==> src/rtl/sync_fifo_flex.sv <==
// sync_fifo_flex: single-clock FIFO with standard or first-word-fall-through read,
// programmable almost-full/almost-empty thresholds, fill level, sticky errors and flush.
// Ports: i_clk/i_rst_n (async active-low), i_flush, i_wr/i_data, i_rd, i_afull_thr,
//   i_aempty_thr, i_clr_err; o_data/o_valid, o_full/o_empty/o_afull/o_aempty,
//   o_fill_level, o_overflow/o_underflow (this cycle), o_ovf_sticky/o_udf_sticky.
// Latency: standard mode 1 cycle from accepted read to o_valid; FWFT head visible
//   the cycle after the write edge. Backpressure: writes at full are rejected unless
//   a read is accepted in the same cycle; reads at empty are always rejected.
module sync_fifo_flex #(
   parameter int G_WIDTH = 8,
   parameter int G_DEPTH = 4,
   parameter int G_FWFT  = 0
) (
   input  logic               i_clk,
   input  logic               i_rst_n,
   input  logic               i_flush,
   input  logic               i_wr,
   input  logic [G_WIDTH-1:0] i_data,
   input  logic               i_rd,
   input  logic [G_DEPTH:0]   i_afull_thr,
   input  logic [G_DEPTH:0]   i_aempty_thr,
   input  logic               i_clr_err,
   output logic [G_WIDTH-1:0] o_data,
   output logic               o_valid,
   output logic               o_full,
   output logic               o_empty,
   output logic               o_afull,
   output logic               o_aempty,
   output logic [G_DEPTH:0]   o_fill_level,
   output logic               o_overflow,
   output logic               o_underflow,
   output logic               o_ovf_sticky,
   output logic               o_udf_sticky
);

   localparam int unsigned  N_ENTRIES = 2**G_DEPTH;
   localparam logic [G_DEPTH:0] FULL_LVL = {1'b1, {G_DEPTH{1'b0}}};

   logic [G_WIDTH-1:0] mem_q [N_ENTRIES];
   logic [G_WIDTH-1:0] mem_d [N_ENTRIES];
   logic [G_DEPTH:0]   wr_ptr_q, wr_ptr_d;
   logic [G_DEPTH:0]   rd_ptr_q, rd_ptr_d;
   logic               ovf_sticky_q, ovf_sticky_d;
   logic               udf_sticky_q, udf_sticky_d;

   logic [G_DEPTH:0]   fill;
   logic [G_DEPTH-1:0] wr_idx, rd_idx;
   logic               full, empty;
   logic               rd_acc, wr_acc;
   logic               rd_do, wr_do;

   // Extra pointer bit distinguishes full from empty; the difference is the occupancy.
   assign fill   = wr_ptr_q - rd_ptr_q;
   assign wr_idx = wr_ptr_q[G_DEPTH-1:0];
   assign rd_idx = rd_ptr_q[G_DEPTH-1:0];
   assign full   = (fill == FULL_LVL);
   assign empty  = (fill == '0);

   // A write at full is allowed when the head is popped in the same cycle:
   // the read sees the old head, the new word lands in that slot at the edge.
   assign rd_acc = i_rd && !empty;
   assign wr_acc = i_wr && (!full || rd_acc);
   // Flush overrides both accepts but the error outputs still report the raw decision.
   assign rd_do  = rd_acc && !i_flush;
   assign wr_do  = wr_acc && !i_flush;

   always_comb begin
      wr_ptr_d = wr_ptr_q;
      rd_ptr_d = rd_ptr_q;
      if (i_flush) begin
         wr_ptr_d = '0;
         rd_ptr_d = '0;
      end else begin
         if (wr_do) wr_ptr_d = wr_ptr_q + 1'b1;
         if (rd_do) rd_ptr_d = rd_ptr_q + 1'b1;
      end
   end

   always_comb begin
      mem_d = mem_q;
      if (wr_do) mem_d[wr_idx] = i_data;
   end

   // Set wins over clear so an error in the clearing cycle is not lost.
   always_comb begin
      ovf_sticky_d = o_overflow  || (ovf_sticky_q && !i_clr_err);
      udf_sticky_d = o_underflow || (udf_sticky_q && !i_clr_err);
   end

   always_ff @(posedge i_clk or negedge i_rst_n) begin
      if (!i_rst_n) begin
         wr_ptr_q     <= '0;
         rd_ptr_q     <= '0;
         ovf_sticky_q <= 1'b0;
         udf_sticky_q <= 1'b0;
      end else begin
         wr_ptr_q     <= wr_ptr_d;
         rd_ptr_q     <= rd_ptr_d;
         ovf_sticky_q <= ovf_sticky_d;
         udf_sticky_q <= udf_sticky_d;
      end
   end

   // Storage is cleared on reset so the FWFT head (and first standard read) is defined.
   always_ff @(posedge i_clk or negedge i_rst_n) begin
      if (!i_rst_n) begin
         for (int i = 0; i < N_ENTRIES; i++) mem_q[i] <= '0;
      end else begin
         mem_q <= mem_d;
      end
   end

   generate
      if (G_FWFT == 0) begin : g_std
         logic [G_WIDTH-1:0] data_q, data_d;
         logic               valid_q, valid_d;

         // Registered read: data holds between pops, valid is a one-cycle pulse.
         always_comb begin
            data_d  = data_q;
            valid_d = 1'b0;
            if (rd_do) begin
               data_d  = mem_q[rd_idx];
               valid_d = 1'b1;
            end
         end

         always_ff @(posedge i_clk or negedge i_rst_n) begin
            if (!i_rst_n) begin
               data_q  <= '0;
               valid_q <= 1'b0;
            end else begin
               data_q  <= data_d;
               valid_q <= valid_d;
            end
         end

         assign o_data  = data_q;
         assign o_valid = valid_q;
      end else begin : g_fwft
         // Head is presented directly; i_rd acknowledges and advances it.
         assign o_data  = mem_q[rd_idx];
         assign o_valid = !empty;
      end
   endgenerate

   assign o_full       = full;
   assign o_empty      = empty;
   assign o_afull      = (fill >= i_afull_thr);
   assign o_aempty     = (fill <= i_aempty_thr);
   assign o_fill_level = fill;
   assign o_overflow   = i_wr && !wr_acc;
   assign o_underflow  = i_rd && !rd_acc;
   assign o_ovf_sticky = ovf_sticky_q;
   assign o_udf_sticky = udf_sticky_q;

endmodule

==> config.mk <==
export PLATFORM = sky130hd
export DESIGN_NAME = sync_fifo_flex
export DESIGN_NICKNAME = d
export VERILOG_FILES = /design/src/rtl/sync_fifo_flex.sv
export SDC_FILE = /design/constraint.sdc
export NUM_CORES = 1
export LEC_CHECK = 0
export CAP_MARGIN = 30
export CORE_MARGIN = 10
export CORE_UTILIZATION = 35
export CTS_CLUSTER_DIAMETER = 200
export DETAILED_ROUTE_END_ITERATION = 6
export PLACE_DENSITY_LB_ADDON = 0.08
export SLEW_MARGIN = 5
export SYNTH_ARGS = -nofsm -noshare
export SYNTH_HDL_FRONTEND = slang
export SYNTH_SLANG_ARGS = --single-unit
==> constraint.sdc <==
create_clock -name i_clk -period 5 [get_ports i_clk]
set_input_delay 1 -clock i_clk [delete_from_list [all_inputs] [get_ports i_clk]]
set_output_delay 1 -clock i_clk [all_outputs]
set_load 0.01 [all_outputs]
# Word level (Yosys, flattened, before mapping)
# Index checks and enable logic that the tools add are counted.
# word_totals
output_inout_bits	22
wordCells	65
regBits	149
inputBits	24
# classes
n_eq_ne	1
order_cmp	5
muxes	11
n_reduce_logical	21
bitwise	2
n_addsub	3
# ops
cell	n
$bwmux W128	1
$bmux W8 S4	1
$demux W8 S4	1
$mux W8	3
$mux W5	4
$add A5 B1 Y5 const B	2
$ge A5 B5 Y1 const B	2
$not A4 Y5	2
$logic_and A1 B1 Y1	9
$logic_not A1 Y1	6
$eq A5 B5 Y1 const B	1
$ge A5 B5 Y1	1
$le A5 B5 Y1	1
$logic_not A5 Y1	1
$lt A5 B1 Y1 const B	1
$sub A5 B5 Y5	1
$reduce_bool A2 Y1	2
$logic_or A1 B1 Y1	3
$mux W1	1

# Depth between registers and ports, before layout
# depth
depth_word	9
mapped_depth	11
mapped_depth_nobuf	11

# Worst setup path after synthesis
# Ideal clock, no wire load.
# synth_timing
path_kind	register to output
start	reg rd_ptr_q[1]
end	out o_aempty
stages_incl_launch_ff	12
path_slack_ns	1.388
arrival_ns	2.612
path_buffers	2
required_time_ns	4.000
cell_sequence	dfrtp_1 -> clkbuf_1 -> clkbuf_1 -> inv_1 -> ha_1 -> nand2_1 -> o21ai_1 -> xor2_1 -> ha_1 -> a21oi_1 -> nor2b_1 -> o22ai_1
# synth_via
elab_chain_cells	2
# synth_lines
element	line_no	text
start: declaration	42	logic [G_DEPTH:0] rd_ptr_q, rd_ptr_d;
start signal: assignment	98	rd_ptr_q <= rd_ptr_d;
$sub A5 B5 Y5	53	assign fill = wr_ptr_q - rd_ptr_q;
via o_fill_level[3]	29	output logic [G_DEPTH:0] o_fill_level,
$le A5 B5 Y1	150	assign o_aempty = (fill <= i_aempty_thr);
end: declaration	28	output logic o_aempty,
# The timed path passes the listed nets, and every way through them passes these cells.

# Final worst setup path
# layout_timing
start	reg rd_ptr_q[3]
end	out o_aempty
# layout_via
elab_chain_cells	2
# layout_lines
element	line_no
$sub A5 B5 Y5	53
$le A5 B5 Y1	150
# No other way between the ends.

==> metrics <==
CP max stage delay=730 ps; Tot Pwr=0.004143 W; critical setup path kind=reg -> out; FMAX=227.7 MHz; largest net degree at the start of global routing=just under 100; HPWL after detailed placement=11030 um; antenna violation net count after detailed routing=0; max cap viols=0; via-per-instance ratio=5.076; placed cells=793; Yosys cell types=37; outcome=complete, no violations; drt wl/cell=21.30 um; Resize count post-CTS=0; most common cell after layout, fill and taps aside=dfrtp_1; CTS Buf Count=17; Net Count, Synth=~540; min setup slack post-route=607.5 ps; n_diodes=0; skew final=just under 8 ps; CP bufs+invs=3; DR pass1 iterations=4; Final Hold Violating Endpoints=0; H-tree Lvls=4; pwr dens=between 400 and 500 mW/mm2; Ys Warns=0; hold-fix buffers at CTS=0; Area growth syn-to-layout=19.13%; GPL Wtd Cong=0.7386; Post-Syn Instances=494; mean post-synth cell area=14.68 um2; crit end category=output pin; CP Cell Sequence=inv_1, ha_1, nor2_1, a21oi_1, xor2_1, inv_1, ha_1, nor2b_1, o22ai_1, clkdlybuf4s50_1; final instance area=0.008641 mm2; Clk Latency, worst-skew pair=430 ps; Setup Total Neg Slack=0 ps; startpoint types=flop; Crit Path Max Fanout=11; postcts setup bufs=0; placement row count=52; share of cells above drive strength 1=0.4209; Root Buffer=clkbuf_16; vias in the first global route=~4600; initial core utilization=0.3573; Synth Cell Area=0.007253 mm2; cell taking the most area after synthesis=dfrtp_1; sw frac=0.2908; # IOs=46; Critical Path RT=4000 ps; HP Class=in -> async; via count=about 4200; final WL=between 15000 and 20000 um; Synth top area share=0.5141; Slew Viols, Final=0; CTS tree=done; CP max-delay cell=dfrtp_1; CORE AREA=0.02030 mm2; DRC violations left=0; #FFs+latches synth=149; cell family with most CP delay=buffers and inverters; I/O Buffers=45; die area=about 0.027 mm2; Die H=164.0 um; worst slew pin tran=839.9 ps; DRT iter0 DRCs=248; DP Worst Slack=982.3 ps; Placed Area=0.007990 mm2; Clock power frac=0.328; Setup-failing EPs final=0; RSZ-0062 raised after global routing=false; Sink Count=around 150; sequential cell area fraction in the yosys report=0.5141; Peak supply drop=0.2253 mV; Relative slew margins=0.4371; worst path arrival time=3390 ps; part of the power in combinational logic=0.312; top cells by area, synth=dfrtp_1, mux2_2, mux4_2, ha_1, inv_1; Die Wd=164.0 um; most frequent cells in the layout=dfrtp_1, mux2_2, clkdlybuf4s50_1; P_sw=0.001205 W; clock slew at reported path FFs=approximately 60 ps; minimum clock period after layout=4393 ps; leakage power=3.955 nW; fill cell count=1860; internal power=0.002938 W; nets=a little under 600; clock buffer depth=2; total track usage=0.1390; Congestion Overflow GR=0; post-route insts no fill=between 800 and 900; first-pass GRT wire length=27830 um; final period utilization=0.8785; part of the power in registers=0.360; initial antenna violation count=0
-- layout make-up --
type,instances,area (um2),share of cell area
clock buffer,19,442.9,0.05126
timing repair buffer,52,524.3,0.06067
tap,270,337.8,0.03910
multi-input combinational,303,3351,0.3878
sequential,149,3730,0.4317
clock inverter,13,180.2,0.02085
inverter,20,75.07,0.008688
-- through the flow --
stage                     hold slack (ps)  utilization
after CTS                           489.0       0.4243
after global routing                354.6       0.4257
after floorplan                     452.4            -
after global placement              463.8       0.3936
after detailed placement            475.5       0.3936
final                               366.8       0.4257
-- worst reg2reg max path: cells and delay by family, from the launching register on --
family / cells / cell delay, ps
muxes: 2 / 950
and+or+nand+nor: 3 / 1000
adders and majority gates: 2 / 640
buffers and inverters: 1 / 120
xor gates and xnor gates: 1 / 430
DFF: 1 / 390
-- cells in the mapped netlist (all sizes together) --
cell type and count:
mux2 137, xor2 5, nor2 26, o21ai 9, and2 3, xnor2 2, mux2i 3, o31ai 1
nor2b 9, a21oi 8, mux4 40, nor4 1, nand2 15, dfrtp 149, buf 7, a21o 3
inv 20, o22ai 1, nand3b 3, nand2b 4, nand4b 1, nor3 2, or2 1, clkbuf 15
fa 1, nand3 5, or3 4, ha 19
-- kinds of logic (layout without fill, tap and decap cells) --
| logic type | after synthesis | in the layout | share of synthesized area |
|---|---|---|---|
| adders and majority gates | 20 | 20 | 0.03554 |
| buffers and inverters | 42 | 104 | 0.02398 |
| DFF | 149 | 149 | 0.5141 |
| xor gates and xnor gates | 7 | 7 | 0.008453 |
| muxes | 180 | 180 | 0.3416 |
| and+or+nand+nor | 74 | 74 | 0.05727 |
| AOI/OAI and AO/OA | 22 | 22 | 0.01915 |
-- path summary, 6_finish.rpt --
check,slack (ps),depth (start not counted),to,from
setup reg to reg,1350,9,mem_q[12]$_DFFE_PN0P_,wr_ptr_q[0]$_DFFE_PN0P_
hold reg to reg,480,1,o_udf_sticky$_DFF_PN0_,o_udf_sticky$_DFF_PN0_
setup / recovery,610,10,o_aempty,rd_ptr_q[3]$_DFFE_PN0P_
max in group asynchronous,3540,3,rd_ptr_q[0]$_DFFE_PN0P_,i_rst_n
hold / removal,370,1,wr_ptr_q[0]$_DFFE_PN0P_,i_rst_n
min in group i_clk,480,1,o_udf_sticky$_DFF_PN0_,o_udf_sticky$_DFF_PN0_
-- flip-flops by register name, summed over array words and instances (netlist names) --
signal and count:
wr_ptr_q 5, o_data 8, o_ovf_sticky 1, rd_ptr_q 5, o_udf_sticky 1, o_valid 1, mem_q 128
-- power by group through the flow --
stage | clock [W] | combinational, W | sequential [W]
after floorplan | 0 | 0.000853 | 0.00150
after global placement | 0 | 0.00132 | 0.00151
after detailed placement | 0 | 0.00133 | 0.00151
after CTS | 0.00139 | 0.00133 | 0.00149
after global routing | 0.00145 | 0.00143 | 0.00152
final | 0.00136 | 0.00129 | 0.00149
-- metal layers --
| layer | vias up | track usage | wire length (um) |
|---|---|---|---|
| li1 | 1897 | - | - |
| met1 | 2221 | 0.1811 | 8052 |
| met2 | 61 | 0.2258 | 8726 |
| met3 | 14 | 0.03554 | 648 |
| met4 | 0 | 0.03656 | 170 |
| met5 | - | 0 | 0 |
Note: power is estimated with default switching activity, not from simulation.
